--- src/rtl/calc_pkg.sv ---
// Shared opcodes, FSM state type, response entry layout and command screening.
package calc_pkg;

    localparam logic [2:0] OP_ADD = 3'b000;
    localparam logic [2:0] OP_SUB = 3'b001;
    localparam logic [2:0] OP_MUL = 3'b010;
    localparam logic [2:0] OP_DIV = 3'b011;
    localparam logic [2:0] OP_MOD = 3'b100;
    localparam logic [2:0] OP_NEG = 3'b101;

    typedef enum logic {
        ST_IDLE,
        ST_DRIVE
    } state_t;

    typedef struct packed {
        logic [2:0] oper;
        logic       err;
        logic [7:0] data;
    } rsp_entry_t;

    // Undefined opcodes, and divide/modulo by zero, never reach the calculator.
    function automatic logic is_illegal(input logic [2:0] oper, input logic [3:0] b);
        logic bad_op;
        logic zero_div;
        bad_op   = (oper == 3'b110) || (oper == 3'b111);
        zero_div = ((oper == OP_DIV) || (oper == OP_MOD)) && (b == 4'h0);
        return bad_op || zero_div;
    endfunction

endpackage

--- src/rtl/calc_rsp_fifo.sv ---
// Synchronous response FIFO; head is read combinationally from the storage array.
module calc_rsp_fifo
    import calc_pkg::*;
#(
    parameter int unsigned DEPTH = 4
) (
    input  logic       clk,
    input  logic       rst,
    input  logic       push,
    input  logic       pop,
    input  rsp_entry_t wr_entry,
    output rsp_entry_t head,
    output logic       full,
    output logic       empty
);

    localparam int unsigned AW = $clog2(DEPTH);

    // Extra MSB on each pointer distinguishes full from empty when addresses match.
    logic [AW:0] wr_ptr;
    logic [AW:0] rd_ptr;
    rsp_entry_t  mem [DEPTH];

    logic do_push;
    logic do_pop;

    assign do_push = push && !full;
    assign do_pop  = pop && !empty;

    // Pointer advance on accepted push/pop.
    always_ff @(posedge clk or posedge rst) begin
        if (rst) begin
            wr_ptr <= '0;
            rd_ptr <= '0;
        end else begin
            if (do_push) wr_ptr <= wr_ptr + (AW + 1)'(1);
            if (do_pop)  rd_ptr <= rd_ptr + (AW + 1)'(1);
        end
    end

    // Storage write; cleared on reset so the idle head reads as zero.
    always_ff @(posedge clk or posedge rst) begin
        if (rst) begin
            for (int unsigned i = 0; i < DEPTH; i++) mem[i] <= '0;
        end else if (do_push) begin
            mem[wr_ptr[AW-1:0]] <= wr_entry;
        end
    end

    assign head  = mem[rd_ptr[AW-1:0]];
    assign empty = (wr_ptr == rd_ptr);
    assign full  = (wr_ptr[AW] != rd_ptr[AW]) && (wr_ptr[AW-1:0] == rd_ptr[AW-1:0]);

endmodule

--- src/rtl/calc_cmd_issuer.sv ---
// Screens calculator commands, drives legal ones to the calculator for one cycle,
// and queues every result (or error marker) for in-order return downstream.
module calc_cmd_issuer
    import calc_pkg::*;
#(
    parameter int unsigned DEPTH = 4
) (
    input  logic       clk,
    input  logic       rst,
    input  logic       cmd_valid,
    output logic       cmd_ready,
    input  logic [2:0] cmd_oper,
    input  logic [3:0] cmd_a,
    input  logic [3:0] cmd_b,
    output logic [3:0] calc_a,
    output logic [3:0] calc_b,
    output logic [2:0] calc_oper,
    input  logic [7:0] calc_out,
    output logic       rsp_valid,
    input  logic       rsp_ready,
    output logic [7:0] rsp_data,
    output logic [2:0] rsp_oper,
    output logic       rsp_err,
    output logic [7:0] err_count
);

    state_t     state;
    state_t     state_nxt;
    logic       accept;
    logic       illegal;
    logic       push;
    rsp_entry_t push_entry;
    rsp_entry_t head;
    logic       full;
    logic       empty;

    assign illegal = is_illegal(cmd_oper, cmd_b);
    assign accept  = cmd_valid && cmd_ready;

    // State register.
    always_ff @(posedge clk or posedge rst) begin
        if (rst) state <= ST_IDLE;
        else     state <= state_nxt;
    end

    // Next state, handshake and FIFO push selection.
    always_comb begin
        state_nxt  = state;
        cmd_ready  = 1'b0;
        push       = 1'b0;
        push_entry = '0;
        case (state)
            ST_IDLE: begin
                cmd_ready = !full;
                if (cmd_valid && !full) begin
                    if (illegal) begin
                        push            = 1'b1;
                        push_entry.oper = cmd_oper;
                        push_entry.err  = 1'b1;
                    end else begin
                        state_nxt = ST_DRIVE;
                    end
                end
            end
            ST_DRIVE: begin
                push            = 1'b1;
                push_entry.oper = calc_oper;
                push_entry.data = calc_out;
                state_nxt       = ST_IDLE;
            end
            default: state_nxt = ST_IDLE;
        endcase
    end

    // Calculator operands load only for legal accepted commands and hold otherwise.
    always_ff @(posedge clk or posedge rst) begin
        if (rst) begin
            calc_a    <= '0;
            calc_b    <= '0;
            calc_oper <= OP_ADD;
        end else if (accept && !illegal) begin
            calc_a    <= cmd_a;
            calc_b    <= cmd_b;
            calc_oper <= cmd_oper;
        end
    end

    // Saturating count of accepted illegal commands.
    always_ff @(posedge clk or posedge rst) begin
        if (rst) begin
            err_count <= '0;
        end else if (accept && illegal && (err_count != 8'hFF)) begin
            err_count <= err_count + 8'd1;
        end
    end

    calc_rsp_fifo #(
        .DEPTH(DEPTH)
    ) u_fifo (
        .clk      (clk),
        .rst      (rst),
        .push     (push),
        .pop      (rsp_valid && rsp_ready),
        .wr_entry (push_entry),
        .head     (head),
        .full     (full),
        .empty    (empty)
    );

    assign rsp_valid = !empty;
    assign rsp_data  = head.data;
    assign rsp_oper  = head.oper;
    assign rsp_err   = head.err;

endmodule

--- config.mk ---
export PLATFORM = sky130hd
export DESIGN_NAME = calc_cmd_issuer
export DESIGN_NICKNAME = d
export VERILOG_FILES = /design/src/rtl/calc_pkg.sv /design/src/rtl/calc_rsp_fifo.sv /design/src/rtl/calc_cmd_issuer.sv
export SDC_FILE = /design/constraint.sdc
export NUM_CORES = 1
export LEC_CHECK = 0
export BUFFER_PORTS_ARGS = -buffer_cell sky130_fd_sc_hd__buf_2
export CAP_MARGIN = 20
export CORE_MARGIN = 8
export CORE_UTILIZATION = 60
export DETAILED_ROUTE_END_ITERATION = 8
export PLACE_DENSITY = 0.88
export SYNTH_ARGS = -nofsm -noshare
export SYNTH_HDL_FRONTEND = slang
export SYNTH_SLANG_ARGS = --single-unit
--- constraint.sdc ---
create_clock -name clk -period 4.2 [get_ports clk]
set_clock_uncertainty 0.1 [all_clocks]
set_input_delay 0.63 -clock clk [delete_from_list [all_inputs] [get_ports clk]]
set_output_delay 0.63 -clock clk [all_outputs]
set_load 0.01 [all_outputs]
Yosys cells after proc, flatten, opt, wreduce, memory -nomap -nowiden
Cells that the tools add are included.

word-level totals
  register bits after elaboration = 74
  input bits = 23
  output and inout bits = 33

operators by class
  $add $sub $neg = 3
  order comparisons = 3
  eq/ne operators = 8
  muxes and demuxes = 18
  bitwise operators = 3
  reductions and logical operators = 18

operators with widths
  operator                                                    count
  bitwise mux 48 bit                                          1
  two-way mux 12 bit                                          3
  binary-select mux 12 bit (select 2 bit)                     1
  demux 12 bit (select 2 bit)                                 1
  logical AND 1 bit                                           11
  == test 3 bit, second input constant                        3
  adder 8 x 1 -> 8 bit, second input constant                 1
  two-way mux 4 bit                                           2
  two-way mux 8 bit                                           1
  inequality test 8 bit, second input constant                1
  adder 3 x 1 -> 3 bit, second input constant                 2
  >= comparator 3 bit, second input constant                  2
  two-way mux 1 bit                                           6
  inverter 2 -> 3 bit                                         2
  case mux 3 bit (2 select lines)                             1
  logical NOT 4 bit                                           1
  case mux 1 bit (2 select lines)                             2
  == test 3 x 2 -> 1 bit, second input constant               1
  == test 3 bit                                               1
  logical NOT 1 bit                                           3
  logical OR 1 bit                                            3
  less-than comparator 3 x 1 -> 1 bit, second input constant  1
  == test 2 bit                                               1
  inequality test 1 bit                                       1
  inverter 1 bit                                              1

Depth between registers and ports, before layout
Gate-level depths: netlist of run 1.

  depth after elaboration = 8
  mapped depth = 8

Modules after synthesis
Synthesis of run 1 repeated with hierarchy kept, for this count alone.

second synthesis, totals
  cell total of the unflattened synthesis = 243
  area total of the unflattened synthesis = 3524.6 µm²

by module, submodules not included
  module           times used  cells an instance  area an instance (µm²)  sequential area each (µm²)
  calc_rsp_fifo    1           163                2532.4                  1351.3
  calc_cmd_issuer  1           80                 992.2                   500.5

Worst setup path before layout of run 1
No wires, ideal clock.

  path type = input-to-reg
  start point = in cmd_b[3]
  end point = reg err_count[6]
  library setup time = 0.125 ns
  arrival time = 1.927 ns
  required time = 3.975 ns
  path slack = 2.048 ns
  cell stages on the path = 4
  path buffers = 0
  path through = nor4_4 o211ai_4 or4_1 mux2_2

between the ends
  longest elaborated chain between the ends = 5

ends and longest elaborated chain
  element                          RTL line               text
  start: declaration               calc_cmd_issuer.sv:14  input logic [3:0] cmd_b,
  logical NOT 4 bit                calc_pkg.sv:27         zero_div = ((oper == OP_DIV) || (oper == OP_MOD)) && (b == 4'h0);
  logical AND 1 bit                calc_pkg.sv:27
  logical OR 1 bit                 calc_pkg.sv:28         return bad_op || zero_div;
  logical AND 1 bit (2 in series)  calc_cmd_issuer.sv:92  end else if (accept && illegal && (err_count != 8'hFF)) begin
  end signal: assignment           calc_cmd_issuer.sv:93  err_count <= err_count + 8'd1;
  end: declaration                 calc_cmd_issuer.sv:24  output logic [7:0] err_count

Every way passes these cells.
A chain may end at the register's enable or synchronous reset.

Final worst setup path of run 1
  start point = reg u_fifo.rd_ptr[1]
  end point = reg calc_a[3]

between the ends
  longest elaborated chain between the ends = 6

ends and longest elaborated chain
  element                   RTL line               text
  start: declaration        calc_rsp_fifo.sv:21    logic [AW:0] rd_ptr;
  start signal: assignment  calc_rsp_fifo.sv:37    if (do_pop) rd_ptr <= rd_ptr + (AW + 1)'(1);
  == test 2 bit             calc_rsp_fifo.sv:52    assign full = (wr_ptr[AW] != rd_ptr[AW]) && (wr_ptr[AW-1:0] == rd_ptr[AW-1:0]);
  logical AND 1 bit         calc_rsp_fifo.sv:52
  logical NOT 1 bit         calc_cmd_issuer.sv:54  cmd_ready = !full;
  two-way mux 1 bit         calc_cmd_issuer.sv:52  case (state)
  logical AND 1 bit         calc_cmd_issuer.sv:38  assign accept = cmd_valid && cmd_ready;
  logical AND 1 bit         calc_cmd_issuer.sv:81  end else if (accept && !illegal) begin
  end signal: assignment    calc_cmd_issuer.sv:82  calc_a <= cmd_a;
  end: declaration          calc_cmd_issuer.sv:15  output logic [3:0] calc_a,

Every way passes these cells.

==> flow_summary.yaml, run 1 <==
outcome:
  status: "complete, no violations"
pwr:
  p_seq_share_pct: 39.2
  p_int_uw: 2040
  max-vdd-ir-drop_v: 0.000512
  clkPwrFrac_pct: 19.1
  switching_share_pct: 36.3
  p_switching_uw: 1160
  powerDensity_mw_per_mm2: 815
  power_uw: 3200
  leakage_uw: 0.00188
  combPwrFrac_pct: 41.7
synth:
  avgSynthCellArea_um2: 13.1
  synth_fa_ha_area_share_pct: 2.21
  yosysTopAreaCellShare_pct: 54.6
  synth-seq-area-share_pct: 54.6
  synth_flop_cell: "dfrtp_1"
  synth.area.top_cells: "dfrtp_1, a22o_1, mux4_2"
  synthArstFlopShare_pct: 100
  ys_warn_count: 0
  muxShareOfSynthArea_pct: 13.6
  netlist-cell-type-count: 37
  syn_area_mm2: 0.00339
  yosys.area_share.xor_xnor_pct: 2.84
  synth_seq_cells: 74
  syn_inst: 258
  synth_top_family_by_area: "compound AO/OA/AOI/OAI gates"
  synth-compound-area-share_pct: 15.8
  yosysTopAreaCell: "dfrtp_1"
  synth_edf_count: 0
  yosys.area_share.simple_pct: 6.82
  synth_nets: 287
routing:
  wl_per_cell_um: 19.4
  routed_wl_mm: 7.53
  wl_met3_um: 533
  drc: 0
  firstDrtPassIters: 4
  drtIter0Drc: 192
  vias: 2414
  top_layer_used: "met4"
  wl_met2_mm: 3.76
  drtAntennaViolNets: 0
  drt-met1-wl_mm: 3.14
  vias_per_cell: 6.22
sta:
  finalSetupTns_ps: 0
  max_freq_ghz: 0.330
  min_period_over_period_pct: 72.1
  hold_violations: 0
  period_needed_ps: 3030
  relSlewSlack_pct: 30.0
  rsz0062_at_grt: "no"
  tightest_slew_ps: 1040
  report.final.slew_viol_count: 0
  finalSetupViolCount: 0
worst_setup_path:
  worstPathRequired_ps: 4330
  crit_arrival_ps: 3160
  worstSetupStartpointType: "flop"
  crit_fanout: 27
  crit_path_end_kind: "flop"
  critPathKind: "reg -> reg"
global_routing:
  grt_pass1_vias: 2644
  grt_max_degree: 46
  track_usage_pct: 19.1
  grt_overflow: 0
  antenna_found_initial: 0
  grt_first_pass_wirelength_mm: 12.7
finish:
  fillers: 400
  stdcell_area_mm2: 0.00393
  seqCellArea_mm2: 0.00185
  multi_input_area_mm2: 0.00140
  layoutNonFillerInstCount: 388
  diodes: 0
  final_common_cell: "dfrtp_1"
  area_growth_pct: 15.8
  layout-drive-gt1-share_pct: 33.5
  finalNetCount: 340
  mostFrequentLayoutCells: "dfrtp_1, buf_2, a22o_1"
floorplanning:
  rows: 27
  ios: 56
  core_area_mm2: 0.00547
  die_area_mm2: 0.00832
  die_w_um: 91.2
  die_h_um: 91.2
  start_util_pct: 62.0
placement:
  place_hpwl_mm: 5.24
  io_buffers: 55
  placed_cell_area_mm2: 0.00371
  gp_congestion: 0.775
  dp_cells: 372
clock_tree:
  clock_path_buffers: 2
  cts_tree: "done"
  cts_sinks: 74
  postCtsSetupRepairBufs: 0
  clock_latency_ps: 350
  path_clk_slew_ps: 70
  cts_buffers: 9
  htreeDepth: 3
  root_buffer: "clkbuf_8"
  cts_resized: 0
  hold_buffers: 0
min_path:
  hp-class: "in -> async"
run:
  cap_violations: 0
## sequential cells by signal (all words and copies together), names as in the netlist
register       cells
state              1
u_fifo.wr_ptr      3
calc_oper          3
calc_b             4
calc_a             4
err_count          8
u_fifo.mem        48
u_fifo.rd_ptr      3
## area by class of cell
class / count / area share (%)
Inverter: 18 / 1.72
Multi-Input combinational cell: 150 / 35.7
Clock buffer: 12 / 3.70
Timing Repair Buffer: 58 / 7.58
Clock inverter: 4 / 1.88
Sequential cell: 74 / 47.2
Tap cell: 72 / 2.29
## logic make-up after synthesis
family,Yosys count
AND/OR/NAND/NOR,41
XOR/XNOR,11
flip-flops,74
adder cells (fa/ha/maj),6
buffers and inverters,34
multiplexers,29
AO/OA/AOI/OAI,63
## metrics by stage
| step | util (%) | hold WS [ps] | worst slack (ps) |
|---|---|---|---|
| after floorplan | - | 357 | 1590 |
| after global placement | 67.7 | 377 | 1400 |
| after detailed placement | 67.7 | 385 | 1220 |
| after CTS | 71.7 | 389 | 1220 |
| after global routing | 71.7 | 407 | 935 |
| final | 71.7 | 363 | 1170 |
## critical path, cell delays in order, from the launching register on
cell     delay (ps)
dfrtp_1         810
xor2_1          250
or3_1           640
nand3_1         650
mux2_2          460
## power groups by stage
stage | combinational, µW | sequential, µW | clock [µW]
6_report | 1330 | 1250 | 613
5_1_grt | 1470 | 1290 | 648
4_1_cts | 1350 | 1250 | 621
3_5_place_dp | 1340 | 1260 | 0
3_3_place_gp | 1300 | 1230 | 0
2_1_floorplan | 979 | 1210 | 0
## layer usage
metal  global-route usage [%]  vias to the layer above
met3                     6.09                        9
met4                     10.1                        0
li1                         -                     1082
met2                     30.6                      102
met1                     22.5                     1221
met5                        0                        -
## synth_stat cells (7+ instances only)
library cell / number
mux4_2: 12
mux2_2: 17
nand2_1: 9
a32oi_1: 8
dfrtp_1: 74
buf_2: 10
a22o_1: 32
inv_1: 18
nor2_1: 7
## final timing paths
path / end / slack (ps) / cells past startpoint / startpoint
min in group clk: u_fifo.wr_ptr[2]$_DFFE_PP0P_ / 400 / 1 / u_fifo.wr_ptr[2]$_DFFE_PP0P_
setup reg to reg: calc_a[3]$_DFFE_PP0P_ / 1170 / 4 / u_fifo.rd_ptr[1]$_DFFE_PP0P_
hold reg to reg: u_fifo.wr_ptr[2]$_DFFE_PP0P_ / 400 / 1 / u_fifo.wr_ptr[2]$_DFFE_PP0P_
hold / removal: u_fifo.mem[39]$_DFFE_PP0P_ / 360 / 2 / rst
max in group asynchronous: calc_b[0]$_DFFE_PP0P_ / 2900 / 3 / rst
setup / recovery: calc_a[3]$_DFFE_PP0P_ / 1170 / 4 / u_fifo.rd_ptr[1]$_DFFE_PP0P_
Power figures use the tool's default switching activity.
==> inputs of run 2 (changes only) <==
--- a/config.mk
+++ b/config.mk
@@ -8,9 +8,9 @@
 export BUFFER_PORTS_ARGS = -buffer_cell sky130_fd_sc_hd__buf_2
 export CAP_MARGIN = 20
 export CORE_MARGIN = 8
-export CORE_UTILIZATION = 60
+export CORE_UTILIZATION = 56
 export DETAILED_ROUTE_END_ITERATION = 8
-export PLACE_DENSITY = 0.88
+export PLACE_DENSITY = 0.83
 export SYNTH_ARGS = -nofsm -noshare
 export SYNTH_HDL_FRONTEND = slang
 export SYNTH_SLANG_ARGS = --single-unit
==> constraint.sdc (replaced) <==
create_clock -name clk -period 3.2 [get_ports clk]
set_clock_uncertainty 0.1 [all_clocks]
set_input_delay 0.48 -clock clk [delete_from_list [all_inputs] [get_ports clk]]
set_output_delay 0.48 -clock clk [all_outputs]
set_load 0.01 [all_outputs]
==> flow_summary.yaml, run 2 (synthesis gave the netlist of run 1 again) <==
outcome:
  status: "complete, no violations"
finish:
  finalNetCount: 344
  area_growth_pct: 17.3
  fin_util_pct: 67.6
  top_regs: "u_fifo.mem (48), err_count (8)"
  seqCellArea_mm2: 0.00185
  layout-drive-gt1-share_pct: 34.7
  regMostFlops: "u_fifo.mem"
  stdcell_area_mm2: 0.00398
  final_common_cell: "dfrtp_1"
  diodes: 0
  largest_register_ffs: 48
  multi_input_area_mm2: 0.00140
  fillers: 430
  mostFrequentLayoutCells: "dfrtp_1, buf_2, a22o_1"
worst_setup_path:
  cp_num_buf_inv: 1
  worstSetupStartpointType: "flop"
  critical-path-max-stage-delay_ps: 500
  timing.rr.end: "calc_oper[2]$_DFFE_PP0P_"
  crit_path_end_kind: "primary output"
  cp_cell_sequence: "xor2_1, nor3_1, nor2_1, buf_2"
  critPathSlowestCell: "nor3_1"
  cpLargestDelayFamily: "simple AND/OR/NAND/NOR gates"
  crit_start: "u_fifo.wr_ptr[0]$_DFFE_PP0P_"
  r2r_setup_slack_ps: 870
  critPathKind: "reg -> out"
  crit_arrival_ps: 1770
  crit_end: "cmd_ready"
  worstPathRequired_ps: 2620
  r2r_cells: 4
  critical_path_depth: 4
  crit_fanout: 7
  reg2reg_from: "u_fifo.wr_ptr[0]$_DFFE_PP0P_"
routing:
  drc: 0
  drtIter0Drc: 121
  drtAntennaViolNets: 0
  vias_per_cell: 6.19
  routed_wl_mm: 7.82
  firstDrtPassIters: 4
  wl_per_cell_um: 19.8
  vias: 2444
run:
  cap_violations: 0
pwr:
  combPwrFrac_pct: 42.4
  max-vdd-ir-drop_v: 0.000570
  powerDensity_mw_per_mm2: 1070
  clkPwrFrac_pct: 19.7
  switching_share_pct: 36.3
  leakage_uw: 0.00190
  p_int_uw: 2720
  p_switching_uw: 1550
  p_seq_share_pct: 37.9
sta:
  rsz0062_at_grt: "no"
  report.final.slew_viol_count: 0
  setup_slack_ps: 848
  relSlewSlack_pct: 27.1
  hold_violations: 0
  finalSetupTns_ps: 0
  tightest_slew_ps: 1090
  max_freq_ghz: 0.425
  period_needed_ps: 2350
  holdWs_ps: 254
  finalSetupViolCount: 0
  min_period_over_period_pct: 73.5
min_path:
  hp-class: "in -> reg"
placement:
  dp_slack_ps: 666
  placed_cell_area_mm2: 0.00373
  io_buffers: 55
  gp_congestion: 0.832
  place_hpwl_mm: 5.35
clock_tree:
  path_clk_slew_ps: 80
  cts_tree: "done"
  cts_sinks: 74
  clock_latency_ps: 350
  clock_path_buffers: 2
  htreeDepth: 3
  cts_buffers: 9
  root_buffer: "clkbuf_8"
floorplanning:
  die_area_mm2: 0.00880
  die_h_um: 93.8
  die_w_um: 93.8
  start_util_pct: 57.6
  rows: 28
  core_area_mm2: 0.00589
  ios: 56
global_routing:
  grt_overflow: 0
  grt_first_pass_wirelength_mm: 13.1
  grt_max_degree: 35
  antenna_found_initial: 0
  track_usage_pct: 19.3
  grt_pass1_vias: 2539
==> run 2: per-stage QoR <==
stage               total power (µW)  std cells
finish                          4270        395
global route                    4550        395
detailed placement              3440        377
CTS                             4300        394
global placement                3360        377
floorplan                       2870        258
==> run 2: power groups by stage <==
stage	Sequential (µW)	Combinational (µW)	Clock [µW]
floorplan	1580	1290	0
global placement	1590	1770	0
detailed placement	1620	1820	0
CTS	1610	1830	856
global route	1670	1980	899
finish	1620	1810	839
==> run 2: timing repair <==
item | 4_1_cts | 5_1_grt
hold buffers | 1 | 0
resized for setup | 0 | 0
endpoints found under the hold margin | 13 | 0
buffers inserted | 0 | 0
==> run 2: cell type report <==
cell class / count / share of cell area (%)
Inverter: 18 / 1.70
Clock buffer: 11 / 3.81
Multi-Input combinational cell: 150 / 35.2
Clock inverter: 5 / 2.11
Timing Repair Buffer: 62 / 8.30
Tap cell: 75 / 2.36
Sequential cell: 74 / 46.5
==> run 2: how the worst min path moves through the flow <==
stage | startpoint | to | slack (ps) | cells past startpoint
CTS | cmd_a[0] | calc_a[0]$_DFFE_PP0P_ | 240 | 2
finish | cmd_a[0] | calc_a[0]$_DFFE_PP0P_ | 250 | 2
global placement | rst | u_fifo.mem[28]$_DFFE_PP0P_ | 340 | 2
floorplan | u_fifo.mem[20]$_DFFE_PP0P_ | u_fifo.mem[20]$_DFFE_PP0P_ | 360 | 2
global route | cmd_a[1] | calc_a[1]$_DFFE_PP0P_ | 250 | 2
detailed placement | rst | u_fifo.mem[28]$_DFFE_PP0P_ | 350 | 2
==> run 2: routing by layer <==
layer | up-vias | part of all wire [%] | track usage (%)
met3 | 15 | 7.6 | 5.76
met1 | 1238 | 40 | 23.4
met2 | 102 | 49 | 29.9
met4 | 0 | 2.6 | 11.4
li1 | 1089 | - | -
met5 | - | 0 | 0
